**src/rtl/fetch_pkg.sv**
```systemverilog
// Shared types and constants for the instruction-fetch stage.
// Latency: n/a (declarations only).
// Backpressure: n/a.
package fetch_pkg;

  localparam int FETCH_XLEN = 32;
  localparam int PC_STEP    = 4;
  localparam logic [FETCH_XLEN-1:0] RESET_PC_DEF = '0;

  // Default-width {pc, instr} pair held in the fetch buffer.
  typedef struct packed {
    logic [FETCH_XLEN-1:0] pc;
    logic [FETCH_XLEN-1:0] instr;
  } fetch_entry_t;

  // Occupancy counter width: must represent 0..depth inclusive.
  function automatic int cnt_w(input int depth);
    return $clog2(depth) + 1;
  endfunction

endpackage

```
**src/rtl/fetch_if.sv**
```systemverilog
// Fetch-to-decode handshake: head entry, valid/ready and buffer occupancy.
// Latency: n/a (wires only).
// Backpressure: decode deasserts fetch_ready to hold the head entry.
// Ports (master = fetch side): fetch_valid, fetch_pc, fetch_instr, fetch_count out; fetch_ready in.
interface fetch_if
  import fetch_pkg::*;
#(
  parameter int XLEN  = 32,
  parameter int DEPTH = 4
);
  localparam int CW = cnt_w(DEPTH);

  logic            fetch_valid;
  logic            fetch_ready;
  logic [XLEN-1:0] fetch_pc;
  logic [XLEN-1:0] fetch_instr;
  logic [CW-1:0]   fetch_count;

  modport master (
    output fetch_valid, fetch_pc, fetch_instr, fetch_count,
    input  fetch_ready
  );

  modport slave (
    input  fetch_valid, fetch_pc, fetch_instr, fetch_count,
    output fetch_ready
  );

endinterface

```
**src/rtl/fetch_fifo.sv**
```systemverilog
// DEPTH-entry FIFO of fetch entries with synchronous flush and explicit occupancy count.
// Latency: a write is visible at the head on the next cycle when the FIFO was empty.
// Backpressure: push is dropped when full unless the same cycle pops; pop when empty is ignored.
// Ports: clk, reset_n, push_i, pop_i, flush_i, wdata_i in; head_o, count_o, full_o, empty_o out.
module fetch_fifo
  import fetch_pkg::*;
#(
  parameter int  DEPTH   = 4,
  parameter type entry_t = fetch_entry_t
) (
  input  logic                      clk,
  input  logic                      reset_n,
  input  logic                      push_i,
  input  logic                      pop_i,
  input  logic                      flush_i,
  input  entry_t                    wdata_i,
  output entry_t                    head_o,
  output logic [cnt_w(DEPTH)-1:0]   count_o,
  output logic                      full_o,
  output logic                      empty_o
);
  localparam int AW = $clog2(DEPTH);
  localparam int CW = cnt_w(DEPTH);

  entry_t          mem_q [DEPTH];
  logic [AW-1:0]   wr_ptr_q;
  logic [AW-1:0]   rd_ptr_q;
  logic [CW-1:0]   count_q;
  logic            push_ok;
  logic            pop_ok;

  assign full_o  = (count_q == CW'(DEPTH));
  assign empty_o = (count_q == '0);

  // Guard locally so the FIFO can never over/underflow whatever the caller does.
  assign pop_ok  = pop_i & ~empty_o;
  assign push_ok = push_i & (~full_o | pop_ok);

  always_ff @(posedge clk or negedge reset_n) begin
    if (!reset_n) begin
      wr_ptr_q <= '0;
      rd_ptr_q <= '0;
      count_q  <= '0;
      for (int i = 0; i < DEPTH; i++) begin
        mem_q[i] <= '0;
      end
    end else if (flush_i) begin
      wr_ptr_q <= '0;
      rd_ptr_q <= '0;
      count_q  <= '0;
    end else begin
      if (push_ok) begin
        mem_q[wr_ptr_q] <= wdata_i;
        wr_ptr_q        <= wr_ptr_q + 1'b1;
      end
      if (pop_ok) begin
        rd_ptr_q <= rd_ptr_q + 1'b1;
      end
      if (push_ok && !pop_ok) begin
        count_q <= count_q + 1'b1;
      end else if (pop_ok && !push_ok) begin
        count_q <= count_q - 1'b1;
      end
    end
  end

  assign head_o  = mem_q[rd_ptr_q];
  assign count_o = count_q;

endmodule

```
**src/rtl/fetch_unit.sv**
```systemverilog
// Instruction fetch: owns the PC, reads imem one word per cycle, queues {pc, instr} for decode.
// Latency: word accepted at edge N is at the buffer head after edge N (1 cycle) when empty.
// Backpressure: stalls PC on full buffer (unless popping) or imem wait; redirect flushes and wins.
// Ports: clk, reset_n, redirect_i, redirect_pc_i, imem_data_i, imem_ready_i in; imem_addr_o out;
//        dec (fetch_if.master) carries the decode handshake.
module fetch_unit
  import fetch_pkg::*;
#(
  parameter int              XLEN     = 32,
  parameter int              DEPTH    = 4,
  parameter int              IMEM_AW  = 10,
  parameter logic [XLEN-1:0] RESET_PC = '0
) (
  input  logic               clk,
  input  logic               reset_n,
  input  logic               redirect_i,
  input  logic [XLEN-1:0]    redirect_pc_i,
  output logic [IMEM_AW-1:0] imem_addr_o,
  input  logic [XLEN-1:0]    imem_data_i,
  input  logic               imem_ready_i,
  fetch_if.master            dec
);
  typedef struct packed {
    logic [XLEN-1:0] pc;
    logic [XLEN-1:0] instr;
  } entry_t;

  logic [XLEN-1:0] pc_q;
  logic [XLEN-1:0] pc_d;
  logic            push;
  logic            pop;
  logic            full;
  logic            empty;
  entry_t          wr_entry;
  entry_t          head;

  // Redirect suppresses both sides so the flush edge starts from a clean, empty buffer.
  assign pop  = ~empty & dec.fetch_ready & ~redirect_i;
  assign push = imem_ready_i & (~full | pop) & ~redirect_i;

  always_comb begin
    pc_d = pc_q;
    if (redirect_i) begin
      pc_d = redirect_pc_i & ~XLEN'(3);
    end else if (push) begin
      pc_d = pc_q + XLEN'(PC_STEP);
    end
  end

  always_ff @(posedge clk or negedge reset_n) begin
    if (!reset_n) begin
      pc_q <= RESET_PC;
    end else begin
      pc_q <= pc_d;
    end
  end

  assign imem_addr_o    = pc_q[IMEM_AW+1:2];
  assign wr_entry.pc    = pc_q;
  assign wr_entry.instr = imem_data_i;

  fetch_fifo #(
    .DEPTH   (DEPTH),
    .entry_t (entry_t)
  ) u_fifo (
    .clk     (clk),
    .reset_n (reset_n),
    .push_i  (push),
    .pop_i   (pop),
    .flush_i (redirect_i),
    .wdata_i (wr_entry),
    .head_o  (head),
    .count_o (dec.fetch_count),
    .full_o  (full),
    .empty_o (empty)
  );

  // Decode sees buffer registers only; nothing here depends on imem_data_i combinationally.
  assign dec.fetch_valid = ~empty;
  assign dec.fetch_pc    = head.pc;
  assign dec.fetch_instr = head.instr;

endmodule

```
**src/flat_wrapper.sv**
```systemverilog
// flat-port wrapper written by rule: the top's interface ports become plain ports
module fetch_unit_flat import fetch_pkg::*;
#(
  parameter int              XLEN     = 32,
  parameter int              DEPTH    = 4,
  parameter int              IMEM_AW  = 10,
  parameter logic [XLEN-1:0] RESET_PC = '0
)
  (clk, reset_n, redirect_i, redirect_pc_i, imem_addr_o, imem_data_i, imem_ready_i, dec_fetch_valid, dec_fetch_pc, dec_fetch_instr, dec_fetch_count, dec_fetch_ready);
  fetch_if #(.XLEN(XLEN), .DEPTH(DEPTH)) dec_i ();
  input  logic clk;
  input  logic reset_n;
  input  logic redirect_i;
  input  logic [XLEN-1:0] redirect_pc_i;
  output logic [IMEM_AW-1:0] imem_addr_o;
  input  logic [XLEN-1:0] imem_data_i;
  input  logic imem_ready_i;
  output wire logic [$bits(dec_i.fetch_valid)-1:0] dec_fetch_valid;
  output wire logic [$bits(dec_i.fetch_pc)-1:0] dec_fetch_pc;
  output wire logic [$bits(dec_i.fetch_instr)-1:0] dec_fetch_instr;
  output wire logic [$bits(dec_i.fetch_count)-1:0] dec_fetch_count;
  input wire logic [$bits(dec_i.fetch_ready)-1:0] dec_fetch_ready;
  assign dec_fetch_valid = dec_i.fetch_valid;
  assign dec_fetch_pc = dec_i.fetch_pc;
  assign dec_fetch_instr = dec_i.fetch_instr;
  assign dec_fetch_count = dec_i.fetch_count;
  assign dec_i.fetch_ready = dec_fetch_ready;
  fetch_unit #(.XLEN(XLEN), .DEPTH(DEPTH), .IMEM_AW(IMEM_AW), .RESET_PC(RESET_PC)) u_core (.clk(clk), .reset_n(reset_n), .redirect_i(redirect_i), .redirect_pc_i(redirect_pc_i), .imem_addr_o(imem_addr_o), .imem_data_i(imem_data_i), .imem_ready_i(imem_ready_i), .dec(dec_i));
endmodule
```
**config.mk**
```make
export PLATFORM = sky130hd
export DESIGN_NAME = fetch_unit_flat
export DESIGN_NICKNAME = d
export VERILOG_FILES = /design/src/rtl/fetch_pkg.sv /design/src/rtl/fetch_if.sv /design/src/rtl/fetch_fifo.sv /design/src/rtl/fetch_unit.sv /design/src/flat_wrapper.sv
export SDC_FILE = /design/constraint.sdc
export NUM_CORES = 1
export LEC_CHECK = 0
export CAP_MARGIN = 40
export CORE_MARGIN = 5
export CORE_UTILIZATION = 35
export DETAILED_ROUTE_END_ITERATION = 16
export GPL_ROUTABILITY_DRIVEN = 0
export MAX_ROUTING_LAYER = met4
export SETUP_SLACK_MARGIN = 0.1
export SLEW_MARGIN = 20
export SYNTH_ARGS = -nofsm -noshare
export SYNTH_HDL_FRONTEND = slang
export SYNTH_HIERARCHICAL = 1
export SYNTH_SLANG_ARGS = --single-unit
export TNS_END_PERCENT = 30
```
**constraint.sdc**
```tcl
create_clock -name clk -period 4.1 [get_ports clk]
set_input_delay 0.615 -clock clk [delete_from_list [all_inputs] [get_ports clk]]
set_output_delay 0.615 -clock clk [all_outputs]
set_load 0.01 [all_outputs]
```
; After elaboration in Yosys (flattened, before gate mapping)
; Cells that the tools add are included.
[word_totals]
register_bits = 295
wordCells = 60
in_bits = 69
output_inout_bits = 78
[classes]
n_reduce_logical = 11
n_mux = 15
addsub = 5
n_bitwise = 13
order_cmp = 3
n_eq_ne = 1
[ops]
columns = op, count
row1 = 256-bit bitwise mux, 1
row2 = 64-bit two-way mux, 3
row3 = 64-bit binary-select mux with 2-bit select, 1
row4 = 64-bit demux with 2-bit select, 1
row5 = 32-bit two-way mux, 2
row6 = "32-bit by 3-bit adder with 32-bit output, second input constant", 1
row7 = 3-bit two-way mux, 3
row8 = 2-bit two-way mux, 4
row9 = 1-bit bitwise AND, 6
row10 = "3-bit greater-or-equal comparator, second input constant", 2
row11 = 2-bit NOT with 3-bit output, 2
row12 = 2-bit nonzero test, 3
row13 = "2-bit by 1-bit adder with 2-bit output, second input constant", 2
row14 = "3-bit by 1-bit adder with 3-bit output, second input constant", 1
row15 = "3-bit equality test, second input constant", 1
row16 = 1-bit logical AND, 3
row17 = 3-bit zero test, 1
row18 = "3-bit by 1-bit less-than comparator with 1-bit output, second input constant", 1
row19 = 1-bit NOT, 3
row20 = 3-bit nonzero test, 1
row21 = "3-bit by 1-bit subtractor with 3-bit output, second input constant", 1
row22 = 1-bit zero test, 2
row23 = 1-bit bitwise OR, 2
row24 = 2-bit AND reduction, 1

; Logic depth before layout (Yosys ltp)
; Gate-level depths: netlist of the first run.
[logic_depth]
word_depth = 13
depth_mapped = 14
ltp_nobuf = 10

; By module
; The synthesis of the first run kept the hierarchy.
[by_module_without_submodules]
columns = mod, cells_per_inst, seq_area_each_um2, area_each_um2, instances
row1 = fetch_fifo, 682, 6581.3, 11519.8, 1
row2 = fetch_unit, 232, 750.7, 1995.7, 1

; Worst setup path after synthesis of the first run
; No wires, ideal clock.
[synth_timing]
path_type = input to register
from = input port redirect_i
to = register u_core/u_fifo/mem_q[150] (netlist bit)
setup_ps = 125
arrival_time_ps = 2965
cell_stages = 11
path_buffers = 6
setup_slack_ps = 1010
t_required_ps = 3975
path_cell_list = buf_6 -> or3b_1 -> buf_2 -> buf_2 -> a21o_1 -> nor2_1 -> clkbuf_1 -> nor4bb_1 -> buf_2 -> buf_2 -> mux2_2
[synth_via]
elab_chain_cells = 7
word_cells_on_any_way = 9
cone_classes = 8 x bitwise / 1 x reduce/logical
[synth_rtl]
columns = element, line
row1 = start: declaration, flat_wrapper.sv:13  ; input logic redirect_i;
row2 = 1-bit NOT (no line) (*), n/a
row3 = 1-bit bitwise AND, fetch_unit.sv:38  ; assign pop = ~empty & dec.fetch_ready & ~redirect_i;
row4 = 1-bit bitwise OR, fetch_unit.sv:39  ; assign push = imem_ready_i & (~full | pop) & ~redirect_i;
row5 = 1-bit bitwise AND, fetch_unit.sv:39
row6 = 1-bit bitwise AND (*), fetch_unit.sv:39
row7 = via u_core.push, fetch_unit.sv:30  ; logic push;
row8 = 1-bit bitwise AND (*), fetch_fifo.sv:37  ; assign push_ok = push_i & (~full_o | pop_ok);
row9 = 2-bit AND reduction (no line) (*), n/a
row10 = end signal: indexed assignment, fetch_fifo.sv:53  ; mem_q[wr_ptr_q] <= wdata_i;
row11 = end: declaration, fetch_fifo.sv:25  ; entry_t mem_q [DEPTH];
; The timed path passes the listed nets; every way through them passes the cells marked *.
; A chain may end at the register's enable or synchronous reset.

; Worst setup path after layout of the first run
[layout_timing]
from = register u_core.u_fifo.rd_ptr_q[0]
to = output port dec_fetch_pc[27]
[layout_via]
elab_chain_cells = 4
[layout_rtl]
columns = element, line
row1 = start: declaration, fetch_fifo.sv:27  ; logic [AW-1:0] rd_ptr_q;
row2 = start signal: assignment, fetch_fifo.sv:57  ; rd_ptr_q <= rd_ptr_q + 1'b1;
row3 = 2-bit NOT with 3-bit output (not written as such), fetch_fifo.sv:67  ; assign head_o = mem_q[rd_ptr_q];
row4 = 64-bit binary-select mux with 2-bit select, fetch_fifo.sv:67
row5 = 64-bit two-way mux (not written as such) (2 in series), fetch_fifo.sv:67
row6 = end: declaration, flat_wrapper.sv:19  ; output wire logic [$bits(dec_i.fetch_pc)-1:0] dec_fetch_pc;
; Every way passes these cells. The select of a mux whose other input is x is not followed.

==> results by stage, run 1 <==
Yosys:
- The predominant post-synthesis flop cell is sky130_fd_sc_hd__dfrtp_1.
- Synthesis produced a netlist whose cell count is 914.
- The mean post-synth cell area is 14.8 um^2.
- The synthesized design contains 0 enable-type register cells.
- Counting flops and latches in the post-synthesis netlist gives slightly below 300.
- After synthesis, the cell types taking the most area are sky130_fd_sc_hd__dfrtp_1 54%, sky130_fd_sc_hd__mux2_1 14%, sky130_fd_sc_hd__mux4_2 11%, sky130_fd_sc_hd__mux2_2 7.7%, sky130_fd_sc_hd__buf_2 1.4%.
- For this run, asynchronously set or reset flops after synthesis account for 1.00.
- Sorting the synthesized cells by how often they occur yields 293 x sky130_fd_sc_hd__dfrtp_1, 166 x sky130_fd_sc_hd__mux2_1, 93 x sky130_fd_sc_hd__mux2_2.
- In this run the cell area of the synthesized design comes to between 0.01 and 0.015 mm^2.
- Among all cell types in the netlist, the one instantiated most often is sky130_fd_sc_hd__dfrtp_1.
- The count of yosys warnings during synthesis is 6.
- The share of synthesized area in the top cell type comes to 0.542.
- Of the synthesized area, sequential elements account for 0.542.
- Summed over all instances, the cell type with the most area after synthesis is sky130_fd_sc_hd__dfrtp_1.
- The distinct cell type count of the synthesized netlist is 56.

Clocking:
- The clock root buffer master is sky130_fd_sc_hd__clkbuf_16.
- The post-CTS setup buffer count is 0.
- The clock transition time at the flip-flop clock pins of the worst setup and hold paths is 60 ps.
- The post-cts gate resize count is 0.
- TritonCTS created 35 clock buffers.
- The worst-skew pair later-pin latency is around 520 ps.
- The number of hold buffers added after cts is 0.
- The H-tree level count is 2.
- The number of clock sinks is 293.
- The clock tree buffer depth is 3.
- The clock tree from TritonCTS is yes.

Detailed routing:
- The violation count after the first detailed-route iteration is 307.
- The total via count after detailed routing is between 8000 and 9000.
- Summed over all nets, wire length on met2 after detailed routing comes to 15100 um.
- For this run, the detailed router's first-pass iteration total came to 4.
- The length of routed met3 wiring is 1290 um.
- The highest metal layer used by the detailed router is met4.
- In the final routed layout, each cell accounts on average for a little under 20 um.
- For this run, design rule violations remaining after detail routing come to 0.
- In the final routing, the length of wire on met1 measures 14600 um.
- Dividing the detail-routed via count by the number of cells gives 5.18.
- Summed over all layers, the routed wires come to 31600 um.
- The residual antenna-violating net count after detailed routing is 0.

Hold path:
- The min-delay analysis places its worst path in the category in2async.

Cells and area:
- The net total in the final layout is 1125.
- From synthesis to final layout, the design area changed by 23.6%.
- After routing the design area is approximately 0.017 mm^2.
- The antenna diode count is 0.
- The total of fill cells in the finished design is roughly 3500.
- Of the cells placed in the final design, the portion with a size suffix greater than 1 is 0.220.
- The final core utilization is 0.434.

STA:
- The maximum clock frequency is 304 MHz.
- The transition time of the tightest slew-check pin is 743 ps.
- The minimum clock period is 3280 ps.
- The final-report hold violation count was 0.
- Setup repair after global routing left no endpoint under its margin.
- The normalized max-slew margin is 0.503.
- The number of setup violations in the final report is 0.
- The total negative slack for setup checks is 0 ps.
- The final-report max-slew violation count was 0.
- Dividing the final minimum period by the clock period gives 0.801.
- For the final database, setup skew stands at 18.0 ps.

Setup path:
- Traced cell by cell, the critical path runs through buf_12 -> mux4_2 -> clkdlybuf4s50_1.
- The data arrival time of the critical path is 2670 ps.
- The worst register-to-register path has a depth of 7.
- The data required time at the worst endpoint is 3480 ps.
- The worst register-to-register path begins at u_core/u_fifo/count_o[0].
- The top fanout value on the critical path is 38.
- STA classifies the critical path startpoint as a flip-flop.
- The register-to-register setup slack is about 1000 ps.
- The endpoint of the lowest-slack register-to-register path is u_core/u_fifo/mem_q[58].
- The critical path class is reg2out.
- The critical path's largest stage delay is between 600 and 700 ps.
- The cell with the largest stage delay on the worst path is sky130_fd_sc_hd__dfrtp_4.
- The type of destination of the critical path is a primary output.

Run:
- The count of maximum capacitance violations is 0.

Global routing:
- The number of antenna violations at the first check in global routing was 1.
- The via count of the first global-routing pass is 8770.
- The total track usage is 0.157.
- The global-route wire length before repair is 50600 um.
- The leftover overflow at the end of global routing is 0.
- Entering global routing, the biggest net connects 90 pins.

Outcome:
- The run finished with clean final reports.

Floorplan:
- The starting density of the core is 0.351.
- The floorplan has 72 rows.
- The width of the die is 207 um.
- The I/O pin count is 147.
- The floorplan step defined a die boundary enclosing 0.0426 mm^2.
- The core region area is about 0.038 mm^2.
- The vertical die dimension is 207 um.

Placement:
- The HPWL reported at the end of detailed placement is 19700 um.
- During placement, the flow inserted port buffers numbering 144.
- The total cell area at the placement stage is 0.0156 mm^2.

Pwr:
- The power density over cell area is 565 mW/mm^2.
- The worst voltage drop across the vdd grid is 0.412 mV.
- Summing internal, switching and leakage power gives ~0.0094 W.
- The reported leakage power is 7.13 nW.
## metrics by stage
stage | hold slack [ps] | worst slack (ps) | std cells
floorplan | 319 | 1010 | 921
detailed placement | 469 | 542 | 1531
global route | 158 | 637 | 1588
global placement | 461 | 543 | 1530
CTS | 122 | 677 | 1588
finish | 119 | 816 | 1588
## critical path, delay by kind of cell (launching register included)
family / cells / cell delay, ps
buffers and inverters: 2 / 910
flip-flops: 1 / 640
multiplexers: 1 / 560
## placed cells by master, fill, tap and decap left out, drive strengths merged, types with 4 or more instances in the layout
cell             n
clkbuf          52
nand3           16
and3             4
o31ai           11
ha               5
nor2            29
conb             8
nor2b            4
a31oi           17
a211oi           4
nand4            9
xnor2            8
o21ai           16
mux2           259
nand2b           5
nor4bb           4
dfrtp          293
or4             14
clkdlybuf4s50  142
mux4            64
inv             12
nand2           22
buf             20
## per-layer routing
layer	GRT usage	up-vias
li1	-	3699
met2	0.241	153
met1	0.213	4324
met4	0.0475	0
met5	-	-
met3	0.0278	44
## area by class of cell
cell class                      instances  area [um^2]  share of cell area
Clock inverter                          5         36.3             0.00217
Sequential cell                       293         7340               0.439
Timing Repair Buffer                  162         1730               0.104
Multi-Input combinational cell        546         5860               0.351
Clock buffer                           52         1040              0.0624
Tap cell                              518          648              0.0388
Inverter                               12         45.0             0.00270
## registers in the layout, indices dropped and copies added (netlist names)
signal and cells:
u_core/u_fifo/rd_ptr_q 2, u_core/u_fifo/mem_q 256, u_core/pc_q 30, u_core/u_fifo/count_o 3, u_core/u_fifo/wr_ptr_q 2
## cell families after synthesis
| group | count (synthesis) | synth area share |
|---|---|---|
| AOI/OAI and AO/OA | 69 | 0.0366 |
| muxes | 326 | 0.325 |
| other | 1 | 0.000277 |
| DFF | 293 | 0.542 |
| adders and majority gates | 6 | 0.00611 |
| xor gates and xnor gates | 11 | 0.00713 |
| and+or+nand+nor | 126 | 0.0525 |
| buffers and inverters | 82 | 0.0303 |
## power by group
group	switching, W	leakage, nW	total, W	internal [W]
registers	0.000437	3.77	0.00412	0.00368
clock network	0.00117	0.518	0.00292	0.00175
logic	0.000877	2.85	0.00240	0.00152
total	0.00248	7.13	0.00944	0.00695
## worst max path at each step
stage	from	endpoint	depth (start not counted)
2_1_floorplan	redirect_i	u_core/u_fifo/mem_q[150]	11
3_3_place_gp	dec_fetch_ready	u_core/u_fifo/mem_q[64]	7
3_5_place_dp	dec_fetch_ready	u_core/u_fifo/mem_q[64]	7
4_1_cts	u_core/u_fifo/rd_ptr_q[0]	dec_fetch_pc[31]	3
5_1_grt	u_core/u_fifo/rd_ptr_q[0]	dec_fetch_pc[30]	3
6_report	u_core/u_fifo/rd_ptr_q[0]	dec_fetch_pc[27]	3
Note: power is estimated with default switching activity, not from simulation.
==> run 2: changes to the inputs <==
Clock period 4.1 ns to 3.4 ns, I/O delays scaled along.
==> run 2 against run 1 <==
The run now ends with hold timing left. Clock skew shrank 3.8 ps. Register-to-register slack worse by 540 ps. Hold slack worse by 140 ps. Die area stayed put. Via count down 0.11%. Sequential power is 20% higher. Final area rose by 1.4%. Non-clock buffer count up 11. Global-route usage down 0.080 points. Clock power rose by 32%. Utilization grew 0.60 points. Largest power group unchanged.
==> results by stage, run 2 (synthesized netlist as in run 1, its figures left out) <==
Outcome:
- The flow ran to the end, but the final reports show violations.
- The final reports fail on hold timing.

Setup path:
- The setup path with the least slack is of type reg2out.
- The count of buffer and inverter cells on the critical path is 2 (unchanged).
- The data arrival time of the critical path was 2570 ps (-100 ps).
- The worst setup path is captured at a primary output.
- The critical path's largest stage delay is 630 ps (about the same).
- Broken down by cell family, the worst path's largest delay share belongs to buffers and inverters.
- The data required time at the worst endpoint is 2890 ps (-590 ps).
- The top fanout value on the critical path was 29 (-24%).
- The nature of the critical path startpoint is a flip-flop.
- Traced cell by cell, the critical path runs through buf_12 -> mux4_2 -> clkdlybuf4s50_1.
- The cell with the largest stage delay on the worst path is sky130_fd_sc_hd__dfrtp_4.

Floorplan:
- The starting density of the core is 0.351 (unchanged).
- The vertical die dimension came to 207 um (unchanged).
- The total die area is 0.0426 mm^2 (unchanged).
- The width of the die is 207 um (unchanged).
- The I/O pin count came to 147 (unchanged).
- The core region area was 0.0385 mm^2 (unchanged).
- The site row count came to 72 (unchanged).

Detailed routing:
- The violation count after the first detailed-route iteration is 325 (+5.9%).
- The final routed DRC violation total is 0 (unchanged).
- The total via count after detailed routing was 8211 (-0.11%).
- The mean routed wirelength per cell is 19.6 um (-1.4%).
- The wire length after detailed routing is 31500 um (-0.37%).
- The residual antenna-violating net count after detailed routing was 0 (unchanged).
- The via count normalized by instance count is 5.12 (-1.2%).
- The detailed-routing iteration count for the pre-antenna-repair pass is 4 (unchanged).

Clocking:
- The post-CTS setup buffer count is 0 (unchanged).
- The number of buffers added by the clock tree synthesis step is 36 (+2.9%).
- The clock transition time at the flip-flop clock pins of the worst setup and hold paths is 60 ps (about the same).
- The number of clock sinks was 293 (unchanged).
- The clock tree buffer depth is 3 (unchanged).
- CTS placed an instance of sky130_fd_sc_hd__clkbuf_16 at the clock tree root.
- The H-tree level count is 2 (unchanged).
- TritonCTS built the clock tree.
- The worst-skew pair later-pin latency is 530 ps (about the same).
- The post-cts gate resize count is 0 (unchanged).
- The number of hold buffers added after cts is 0 (unchanged).

Pwr:
- The worst voltage drop across the vdd grid is 0.415 mV (+0.73%).
- The reported leakage power was 7.28 nW (+2.0%).
- The power after layout is 0.0117 W (+24%).
- The power density over cell area was 693 mW/mm^2 (+23%).

Run:
- The count of maximum capacitance violations is 0 (unchanged).

Cells and area:
- Relative to the synthesized area, the layout overhead comes to 25.3%.
- The number of flip-flops under the largest register name is 256 (unchanged).
- The largest register by flop count is u_core/u_fifo/mem_q.
- The fraction of final layout cells sized beyond drive strength 1 came to 0.237 (+0.0177).
- The net total in the final layout is 1137 (+1.1%).
- Leaving out fill and tap cells, the most frequent cell in the layout is sky130_fd_sc_hd__dfrtp_1.
- The antenna diode count was 0 (unchanged).
- Leaving out fill and tap cells, the most frequent cells in the layout are 291 x sky130_fd_sc_hd__dfrtp_1, 166 x sky130_fd_sc_hd__mux2_1, 142 x sky130_fd_sc_hd__clkdlybuf4s50_1.
- The total of fill cells in the finished design is 3461 (-1.8%).
- The sequential cell area is 0.00734 mm^2 (unchanged).
- The multi-input logic area is 0.00586 mm^2 (unchanged).

STA:
- The maximum clock frequency is 325 MHz.
- The number of setup violations in the final report came to 0 (unchanged).
- The total negative slack for setup checks is 0 ps (unchanged).
- In the finished design, the share of the clock period the worst path needs comes to 0.905.
- The minimum clock period is 3080 ps.
- The transition time of the tightest slew-check pin came to 754 ps (+10.6 ps).
- Setup repair after global routing left no endpoint under its margin.
- The final-report max-slew violation count is 0 (unchanged).
- The post-route worst hold slack is -16.3 ps (-135 ps).
- The worst setup skew after layout was 14.2 ps (-3.81 ps).
- The normalized max-slew margin came to 0.497 (-0.00558).
- The final-report hold violation count is 3 (+3).

Global routing:
- The global-route wire length before repair is 50400 um (-0.38%).
- The largest net degree at the start of global routing was 95 (+5.6%).
- The leftover overflow at the end of global routing was 0 (unchanged).
- The via count of the first global-routing pass is 8685 (-0.97%).
- The number of antenna violations at the first check in global routing was 1 (unchanged).
- The total track usage is 0.156 (-0.000798).

Placement:
- The HPWL reported at the end of detailed placement is 20100 um (+2.0%).
- The port buffer count came to 144 (unchanged).

Hold path:
- In this run the worst hold path is classified as in2async.
[run 2: cell types whose count changed in the layout (fill, tap and decap cells not counted)]
cell / delta
sky130_fd_sc_hd__buf_12: +1
sky130_fd_sc_hd__clkbuf_1: -6
sky130_fd_sc_hd__inv_6: +1
sky130_fd_sc_hd__buf_8: -1
sky130_fd_sc_hd__bufinv_16: +3
sky130_fd_sc_hd__buf_4: +10
sky130_fd_sc_hd__buf_16: +1
sky130_fd_sc_hd__clkbuf_8: +1
sky130_fd_sc_hd__clkinv_4: +1
sky130_fd_sc_hd__clkinv_2: +8
sky130_fd_sc_hd__clkinvlp_4: -2
[run 2: metrics by stage]
stage	worst slack, ps	area, um^2	std cells	util
after floorplan	410	13500	921	-
after global placement	126	15700	1541	0.408
after detailed placement	91.4	15700	1542	0.409
after CTS	208	16900	1605	0.440
after global routing	177	16900	1605	0.440
final	321	16900	1605	0.440
[run 2: routing by layer]
metal / track usage / up-vias / routed length (um)
met2: 0.246 / 143 / 15300
met3: 0.0281 / 46 / 1280
met4: 0.0513 / 0 / 705
li1: - / 3732 / -
met5: - / - / 0
met1: 0.205 / 4290 / 14200
[run 2: area by class of cell]
type	instances	area share
Clock inverter	16	0.00997
Sequential cell	293	0.433
Multi-Input combinational cell	546	0.346
Timing Repair Buffer	173	0.109
Clock buffer	47	0.0610
Tap cell	518	0.0383
Inverter	12	0.00266
[run 2: worst paths after layout]
kind / slack [ps] / depth (start not counted) / end / startpoint
min: -20 / 1 / u_core/u_fifo/mem_q[107] / reset_n
max reg2reg: 470 / 8 / u_core/u_fifo/mem_q[136] / u_core/u_fifo/count_o[1]
max: 320 / 3 / dec_fetch_instr[25] / u_core/u_fifo/rd_ptr_q[0]
min reg2reg: 480 / 1 / u_core/u_fifo/mem_q[97] / u_core/u_fifo/mem_q[97]
max in group asynchronous: 2450 / 2 / u_core/u_fifo/mem_q[147] / reset_n
min in group clk: 480 / 1 / u_core/u_fifo/mem_q[97] / u_core/u_fifo/mem_q[97]
[run 2: power breakdown]
part | internal (W) | total, W | switching [W]
Combinational | 0.00186 | 0.00294 | 0.00108
Sequential | 0.00444 | 0.00496 | 0.000518
Clock | 0.00237 | 0.00385 | 0.00148
Total | 0.00866 | 0.0117 | 0.00308
[run 2: worst register-to-register path: cells and delay by family (launching register included)]
| kind | cells | cell delay, ps |
|---|---|---|
| buffers and inverters | 3 | 740 |
| flip-flops | 1 | 540 |
| AND/OR/NAND/NOR | 4 | 1140 |
| multiplexers | 1 | 380 |
